$ cat src/rtl/tenbaset_frame_tx.sv
// 10BASE-T frame transmitter: preamble/SFD, MAC header, streamed payload, zero pad, FCS,
// TP_IDL and inter-frame gap, Manchester coded onto a differential pair; link pulses while idle.
module tenbaset_frame_tx #(
   parameter logic [47:0] DST_MAC     = 48'hBCAEC5A0F896,
   parameter logic [47:0] SRC_MAC     = 48'h16FD2204B161,
   parameter logic [15:0] ETHERTYPE   = 16'h0800,
   parameter int          MAX_PAYLOAD = 1500,
   parameter int          NLP_PERIOD  = 131072,
   parameter int          IFG_CYCLES  = 192
) (
   input  logic        clkTx,
   input  logic        reset,
   input  logic        start,
   input  logic [10:0] len,
   input  logic [7:0]  din,
   output logic        din_rd,
   output logic        busy,
   output logic        done,
   output logic        Ethernet_TDp,
   output logic        Ethernet_TDm
);

   localparam int               NLP_W    = $clog2(NLP_PERIOD);
   localparam logic [NLP_W-1:0] NLP_LAST = NLP_W'(NLP_PERIOD - 1);
   localparam logic [10:0]      MAX_L    = 11'(MAX_PAYLOAD);
   localparam logic [10:0]      MIN_BODY = 11'd46;
   localparam logic [15:0]      IFG_LAST = 16'(IFG_CYCLES - 1);
   localparam logic [111:0]     HDR      = {DST_MAC, SRC_MAC, ETHERTYPE};

   typedef enum logic [3:0] {
      S_IDLE, S_START, S_PRE, S_HDR, S_PAY, S_PAD, S_FCS, S_TPIDL, S_IFG
   } state_t;

   state_t           r_state;
   logic [3:0]       r_cyc;
   logic [10:0]      r_bidx;
   logic [15:0]      r_cnt;
   logic [NLP_W-1:0] r_nlp;
   logic             r_nlp_hold;
   logic [10:0]      r_len;
   logic [10:0]      r_body;
   logic [10:0]      r_last;
   logic [7:0]       r_sh;
   logic [31:0]      r_crc;

   logic [10:0] w_nb;
   logic [10:0] w_len_c;
   logic [10:0] w_body_c;
   logic [10:0] w_pay_end;
   logic [10:0] w_pad_end;
   logic        w_in_frame;
   logic        w_slot_end;
   logic        w_nb_pay;
   logic        w_bit;
   logic        w_qo;
   state_t      w_region;
   logic [7:0]  w_next_byte;

   function automatic logic [7:0] hdr_byte(input logic [3:0] k);
      int base;
      if (k > 4'd13) return 8'h00;
      base = (13 - int'(k)) * 8;
      return HDR[base +: 8];
   endfunction

   // Serial CRC-32 step, data fed in transmit order (LSB of each byte first).
   function automatic logic [31:0] crc_step(input logic [31:0] c, input logic b);
      return {c[30:0], 1'b0} ^ ((c[31] ^ b) ? 32'h04C11DB7 : 32'h0000_0000);
   endfunction

   always_comb begin
      w_nb       = r_bidx + 11'd1;
      w_len_c    = (len > MAX_L) ? MAX_L : len;
      w_body_c   = (w_len_c < MIN_BODY) ? MIN_BODY : w_len_c;
      w_pay_end  = 11'd22 + r_len;
      w_pad_end  = 11'd22 + r_body;
      w_in_frame = (r_state == S_PRE) || (r_state == S_HDR) || (r_state == S_PAY) ||
                   (r_state == S_PAD) || (r_state == S_FCS);
      w_slot_end = (r_cyc == 4'd15);
      w_nb_pay   = (w_nb >= 11'd22) && (w_nb < w_pay_end);
      w_bit      = (r_state == S_FCS) ? ~r_crc[31] : r_sh[r_cyc[3:1]];
      w_qo       = r_cyc[0] ? w_bit : ~w_bit;

      w_region    = S_FCS;
      w_next_byte = 8'h00;
      if (w_nb < 11'd8) begin
         w_region    = S_PRE;
         w_next_byte = (w_nb == 11'd7) ? 8'hD5 : 8'h55;
      end else if (w_nb < 11'd22) begin
         w_region    = S_HDR;
         w_next_byte = hdr_byte(4'(w_nb - 11'd8));
      end else if (w_nb < w_pay_end) begin
         w_region    = S_PAY;
         w_next_byte = din;
      end else if (w_nb < w_pad_end) begin
         w_region    = S_PAD;
      end
   end

   // Control FSM with registered pins and strobes.
   always_ff @(posedge clkTx or posedge reset) begin
      if (reset) begin
         r_state      <= S_IDLE;
         r_cyc        <= 4'd0;
         r_bidx       <= 11'd0;
         r_cnt        <= 16'd0;
         r_nlp        <= '0;
         r_nlp_hold   <= 1'b0;
         busy         <= 1'b0;
         done         <= 1'b0;
         din_rd       <= 1'b0;
         Ethernet_TDp <= 1'b0;
         Ethernet_TDm <= 1'b0;
      end else begin
         done   <= 1'b0;
         din_rd <= 1'b0;
         if (r_state != S_IDLE) r_nlp <= '0;
         case (r_state)
            S_IDLE: begin
               Ethernet_TDp <= 1'b0;
               Ethernet_TDm <= 1'b0;
               r_nlp_hold   <= 1'b0;
               if (start) begin
                  r_state <= S_START;
                  busy    <= 1'b1;
                  r_nlp   <= '0;
               end else if (r_nlp == NLP_LAST) begin
                  r_nlp        <= '0;
                  r_nlp_hold   <= 1'b1;
                  Ethernet_TDp <= 1'b1;
               end else begin
                  r_nlp <= r_nlp + NLP_W'(1);
                  if (r_nlp_hold) Ethernet_TDp <= 1'b1;
               end
            end
            S_START: begin
               Ethernet_TDp <= 1'b0;
               Ethernet_TDm <= 1'b0;
               r_state      <= S_PRE;
               r_cyc        <= 4'd0;
               r_bidx       <= 11'd0;
            end
            S_PRE, S_HDR, S_PAY, S_PAD, S_FCS: begin
               Ethernet_TDp <= w_qo;
               Ethernet_TDm <= ~w_qo;
               r_cyc        <= r_cyc + 4'd1;
               if ((r_cyc == 4'd14) && w_nb_pay) din_rd <= 1'b1;
               if (w_slot_end) begin
                  if (r_bidx == r_last) begin
                     r_state <= S_TPIDL;
                     r_cnt   <= 16'd0;
                  end else begin
                     r_state <= w_region;
                     r_bidx  <= w_nb;
                  end
               end
            end
            S_TPIDL: begin
               Ethernet_TDp <= 1'b1;
               Ethernet_TDm <= 1'b0;
               if (r_cnt == 16'd5) begin
                  r_state <= S_IFG;
                  r_cnt   <= 16'd0;
               end else begin
                  r_cnt <= r_cnt + 16'd1;
               end
            end
            S_IFG: begin
               Ethernet_TDp <= 1'b0;
               Ethernet_TDm <= 1'b0;
               if (r_cnt == IFG_LAST) begin
                  r_state <= S_IDLE;
                  busy    <= 1'b0;
                  done    <= 1'b1;
               end else begin
                  r_cnt <= r_cnt + 16'd1;
               end
            end
            default: r_state <= S_IDLE;
         endcase
      end
   end

   // Datapath: frame geometry, byte shifter and CRC; the FCS is shifted straight out of r_crc.
   always_ff @(posedge clkTx) begin
      if ((r_state == S_IDLE) && start) begin
         r_len  <= w_len_c;
         r_body <= w_body_c;
         r_last <= w_body_c + 11'd25;
      end
      if (r_state == S_START) begin
         r_sh <= 8'h55;
      end else if (w_in_frame && w_slot_end) begin
         r_sh <= w_next_byte;
      end
      if (r_state == S_PRE) begin
         r_crc <= 32'hFFFF_FFFF;
      end else if (((r_state == S_HDR) || (r_state == S_PAY) || (r_state == S_PAD)) && r_cyc[0]) begin
         r_crc <= crc_step(r_crc, w_bit);
      end else if ((r_state == S_FCS) && r_cyc[0]) begin
         r_crc <= {r_crc[30:0], 1'b0};
      end
   end

endmodule
$ cat config.mk
export PLATFORM = sky130hd
export DESIGN_NAME = tenbaset_frame_tx
export DESIGN_NICKNAME = d
export VERILOG_FILES = /design/src/rtl/tenbaset_frame_tx.sv
export SDC_FILE = /design/constraint.sdc
export NUM_CORES = 1
export LEC_CHECK = 0
export CAP_MARGIN = 20
export CORE_ASPECT_RATIO = 1.5
export CORE_UTILIZATION = 62
export DETAILED_ROUTE_END_ITERATION = 8
export HOLD_SLACK_MARGIN = 0.15
export PLACE_DENSITY = 0.81
export SLEW_MARGIN = 10
export SYNTH_ARGS = -nofsm -noshare
export SYNTH_HDL_FRONTEND = slang
export SYNTH_SLANG_ARGS = --single-unit
$ cat constraint.sdc
create_clock -name clkTx -period 4.5 [get_ports clkTx]
set_clock_uncertainty 0.15 [all_clocks]
set_input_delay 0.9 -clock clkTx [delete_from_list [all_inputs] [get_ports clkTx]]
set_output_delay 0.9 -clock clkTx [all_outputs]
set_load 0.01 [all_outputs]
==> out/results.tsv <==
stage	metric	value	unit
power	P_sw	0.620	mW
power	sequential power share	44.8	%
route	initial DRC count	390	
layout	most common library cell in the layout ignoring fill and taps	nand2_1	
global_route	grt ovf	0	
critical_path	Worst setup SP type	register	
layout	layout cell share with drive strength beyond 1	8.65	%
flow_run	max-cap viol count	0	
clock_network	Post-CTS Repair Setup Buffers	0	
critical_path	Crit. End Element	register	
critical_path	worst-path fanout max	11	
timing	Hold Slack	295	ps
route	vias per cell	6.48	
floorplanning	row cnt	49	
yosys	Ys Warns	0	
layout	final cell count without fillers	1008	
timing	RSZ-0062 raised after global routing	false	
floorplanning	initial cell density of the core	64.1	%
floorplanning	die width	93.5	um
clock_network	hold-fix buffers at CTS	0	
floorplanning	floorplan core area	12100	um2
global_route	vias in the first global route	6435	
yosys	Netlist cell types	92	
clock_network	Max H-tree Level	4	
timing	final setup margin	659	ps
clock_network	root buffer cell	clkbuf_16	
floorplanning	Ports	27	
placed_design	Placed Cells incl. Taps	975	
yosys	Post-Synthesis Cells	836	
timing	final setup fails	0	
power	Int Power	2.09	mW
critical_path	Crit path arrival time	4050	ps
timing	endpoints failing hold	0	
critical_path	CP required	4700	ps
critical_path	Critical R2R Launch	r_bidx[1]$_DFFE_PP0P_	
yosys	ys flop type	dfrtp_1	
status	outcome	completed	
critical_path	Worst R2R End	r_sh[5]$_SDFFE_PP0P_	
route	final wirelength	18400	um
global_route	largest net degree at the start of global routing	36	
power	Gate power share	2.7	%
min_path	WHS Path Cells	1	
critical_path	Setup Crit Path Kind	reg2reg	
timing	Worst-Margin Slew	980	ps
yosys	number of flops mapped to enable cells by yosys	33	
timing	Setup TNS	0	ps
min_path	Hold Crit Endpoint	r_crc[5]$_SDFFE_PN1P_	
power	Clock power frac	52.5	%
timing	period utilization	85.4	%
clock_network	clk_lat worst skew	420	ps
layout	nets	899	
yosys	share of synthesized flip-flops with an asynchronous set or reset	44.3	%
power	Lkg Pwr	3.56	nW
clock_network	Post-CTS Resized	0	
clock_network	CTS clk-pin slew, worst paths	60	ps
timing	min cycle time layout	3840	ps
route	DR vias	6531	
clock_network	CTS tree	built	
critical_path	r2r worst-path depth	12	
floorplanning	die area	13000	um2
global_route	All-Layer GR Usage	29.3	%
power	total power	2.71	mW
layout	Area Overhead vs Synth	11.8	%
min_path	Worst Hold Class	reg2reg	
global_route	first-pass GRT wire length	29900	um
power	switch share	22.8	%
yosys	FF+latch count, synth	131	
layout	commonest cells after routing, fill and taps aside	nand2_1, nor2_1, dfrtp_1, nand3_1, dfxtp_1	
clock_network	CTS buffer count	17	
layout	Inserted Diodes	0	
min_path	hold_sp	r_crc[4]$_SDFFE_PN1P_	
power	PD cells	312	nW/um2
timing	fmax	260	MHz
timing	Worst slew margin	34.5	%
yosys	syn nets	893	
yosys	sequential share of the synthesized area	41.7	%
yosys	Synth Area per Inst	9.31	um2
route	wire per inst	18.3	um
route	Initial DRT Pass Iterations	7	
placed_design	worst slack, placed	619	ps
route	Remaining DRCs	0	
critical_path	r2r setup slk	660	ps
route	antenna-violating nets left	0	
layout	Sequential cell area	3240	um2
global_route	initial antenna violation count	0	
timing	fin. max-slew vios	0	
placed_design	Final GP Congestion	0.904	
placed_design	hpwl dp	12800	um
clock_network	worst-case clock buffer depth	2	
yosys	Mapped Area	7780	um2
power	Max VDD drop	0.000313	V
clock_network	Clock Sinks	131	
layout	Filler cells	901	
placed_design	IO buf count	26	
layout	multi-input logic area	4220	um2
floorplanning	Chip Height	139	um
==> cells by family (layout without fill, tap and decap cells) <==
group           after synthesis  after routing  share of synthesized area [%]
xor+xnor                     52             52                           5.85
fa+ha+maj                    35             35                           5.63
simple gates                331            331                           22.2
compound gates              189            189                           17.2
buf+inv                      78             97                           4.34
mux                          20             20                           3.09
flops                       131            131                           41.7
==> power groups by stage <==
stage                     registers [mW]  logic, mW  clock network, mW
final                               1.22     0.0736               1.42
after global routing                1.22     0.0821               1.48
after CTS                           1.22     0.0742               1.43
after detailed placement            1.24     0.0739                  0
after global placement              1.24     0.0715                  0
after floorplan                     1.24     0.0373                  0
==> layout make-up <==
| cell class | count | area share [%] |
|---|---|---|
| multi-input cells | 627 | 48.5 |
| inverters | 31 | 1.34 |
| repair buffers | 34 | 3.72 |
| well taps | 153 | 2.20 |
| clock buffers | 19 | 5.46 |
| flip-flops and latches | 131 | 37.3 |
| clock inverters | 13 | 1.55 |
==> how the worst max path moves through the flow <==
stage / start / cells past startpoint / endpoint / slack [ps]
floorplan: len[6] / 11 / r_last[8]$_DFFE_PP_ / 1160
global placement: len[6] / 10 / r_last[8]$_DFFE_PP_ / 730
detailed placement: len[6] / 10 / r_last[8]$_DFFE_PP_ / 620
CTS: r_bidx[1]$_DFFE_PP0P_ / 12 / r_sh[5]$_SDFFE_PP0P_ / 730
global route: r_bidx[1]$_DFFE_PP0P_ / 12 / r_sh[5]$_SDFFE_PP0P_ / 460
finish: r_bidx[1]$_DFFE_PP0P_ / 12 / r_sh[5]$_SDFFE_PP0P_ / 660
==> flip-flops by register name (all words and copies together) (netlist names), 4 cells and up <==
| name | count |
|---|---|
| r_crc | 32 |
| r_nlp | 17 |
| r_cnt | 16 |
| r_bidx | 11 |
| r_body | 11 |
| r_last | 11 |
| r_len | 11 |
| r_sh | 8 |
| r_cyc | 4 |
| r_state | 4 |
==> cells in the mapped netlist, types with 8 or more instances <==
| library cell | instances | area [um2] |
|---|---|---|
| and3_1 | 19 | 119 |
| nor2_1 | 68 | 255 |
| nand2b_1 | 19 | 119 |
| a21oi_1 | 32 | 160 |
| xor2_1 | 20 | 175 |
| o21ai_1 | 13 | 65.1 |
| nor2b_1 | 8 | 50.1 |
| clkbuf_1 | 28 | 105 |
| buf_2 | 12 | 60.1 |
| nor4_1 | 12 | 75.1 |
| ha_1 | 35 | 438 |
| o31ai_1 | 16 | 120 |
| a211oi_1 | 16 | 120 |
| o21ai_0 | 32 | 160 |
| nand2_1 | 76 | 285 |
| nand3_1 | 47 | 235 |
| dfrtp_1 | 58 | 1450 |
| nand4_1 | 15 | 93.8 |
| or3_1 | 11 | 68.8 |
| xnor2_1 | 32 | 280 |
| edfxtp_1 | 33 | 991 |
| inv_1 | 30 | 113 |
| dfxtp_1 | 40 | 801 |
| o32ai_1 | 11 | 96.3 |
| nor3_1 | 15 | 75.1 |
==> metrics by stage <==
stage | area, um2 | util, %
6_report | 8710 | 71.7
5_1_grt | 8710 | 71.7
4_1_cts | 8690 | 71.6
3_5_place_dp | 8080 | 66.6
3_3_place_gp | 8080 | 66.6
2_1_floorplan | 7780 | -
==> routing by layer <==
layer / share of wire, % / GRT usage (%) / up-vias / routed length, um
met1: 38 / 31.7 / 3169 / 7000
met3: 4.3 / 5.36 / 62 / 797
met2: 54 / 52.7 / 220 / 9870
met4: 4.2 / 16.3 / 0 / 767
met5: 0 / 0 / - / 0
li1: - / - / 3080 / -
==> worst max-delay path: stages (launching register included) <==
cell	delay, ps
dfrtp_1	570
ha_1	410
nand3_2	250
nor2_1	320
nand3_1	140
xnor2_1	270
ha_1	300
a21o_1	160
a21o_1	170
a21oi_1	270
o21ai_0	260
o32a_1	390
o21ai_1	110
Note: power is estimated with default switching activity, not from simulation.
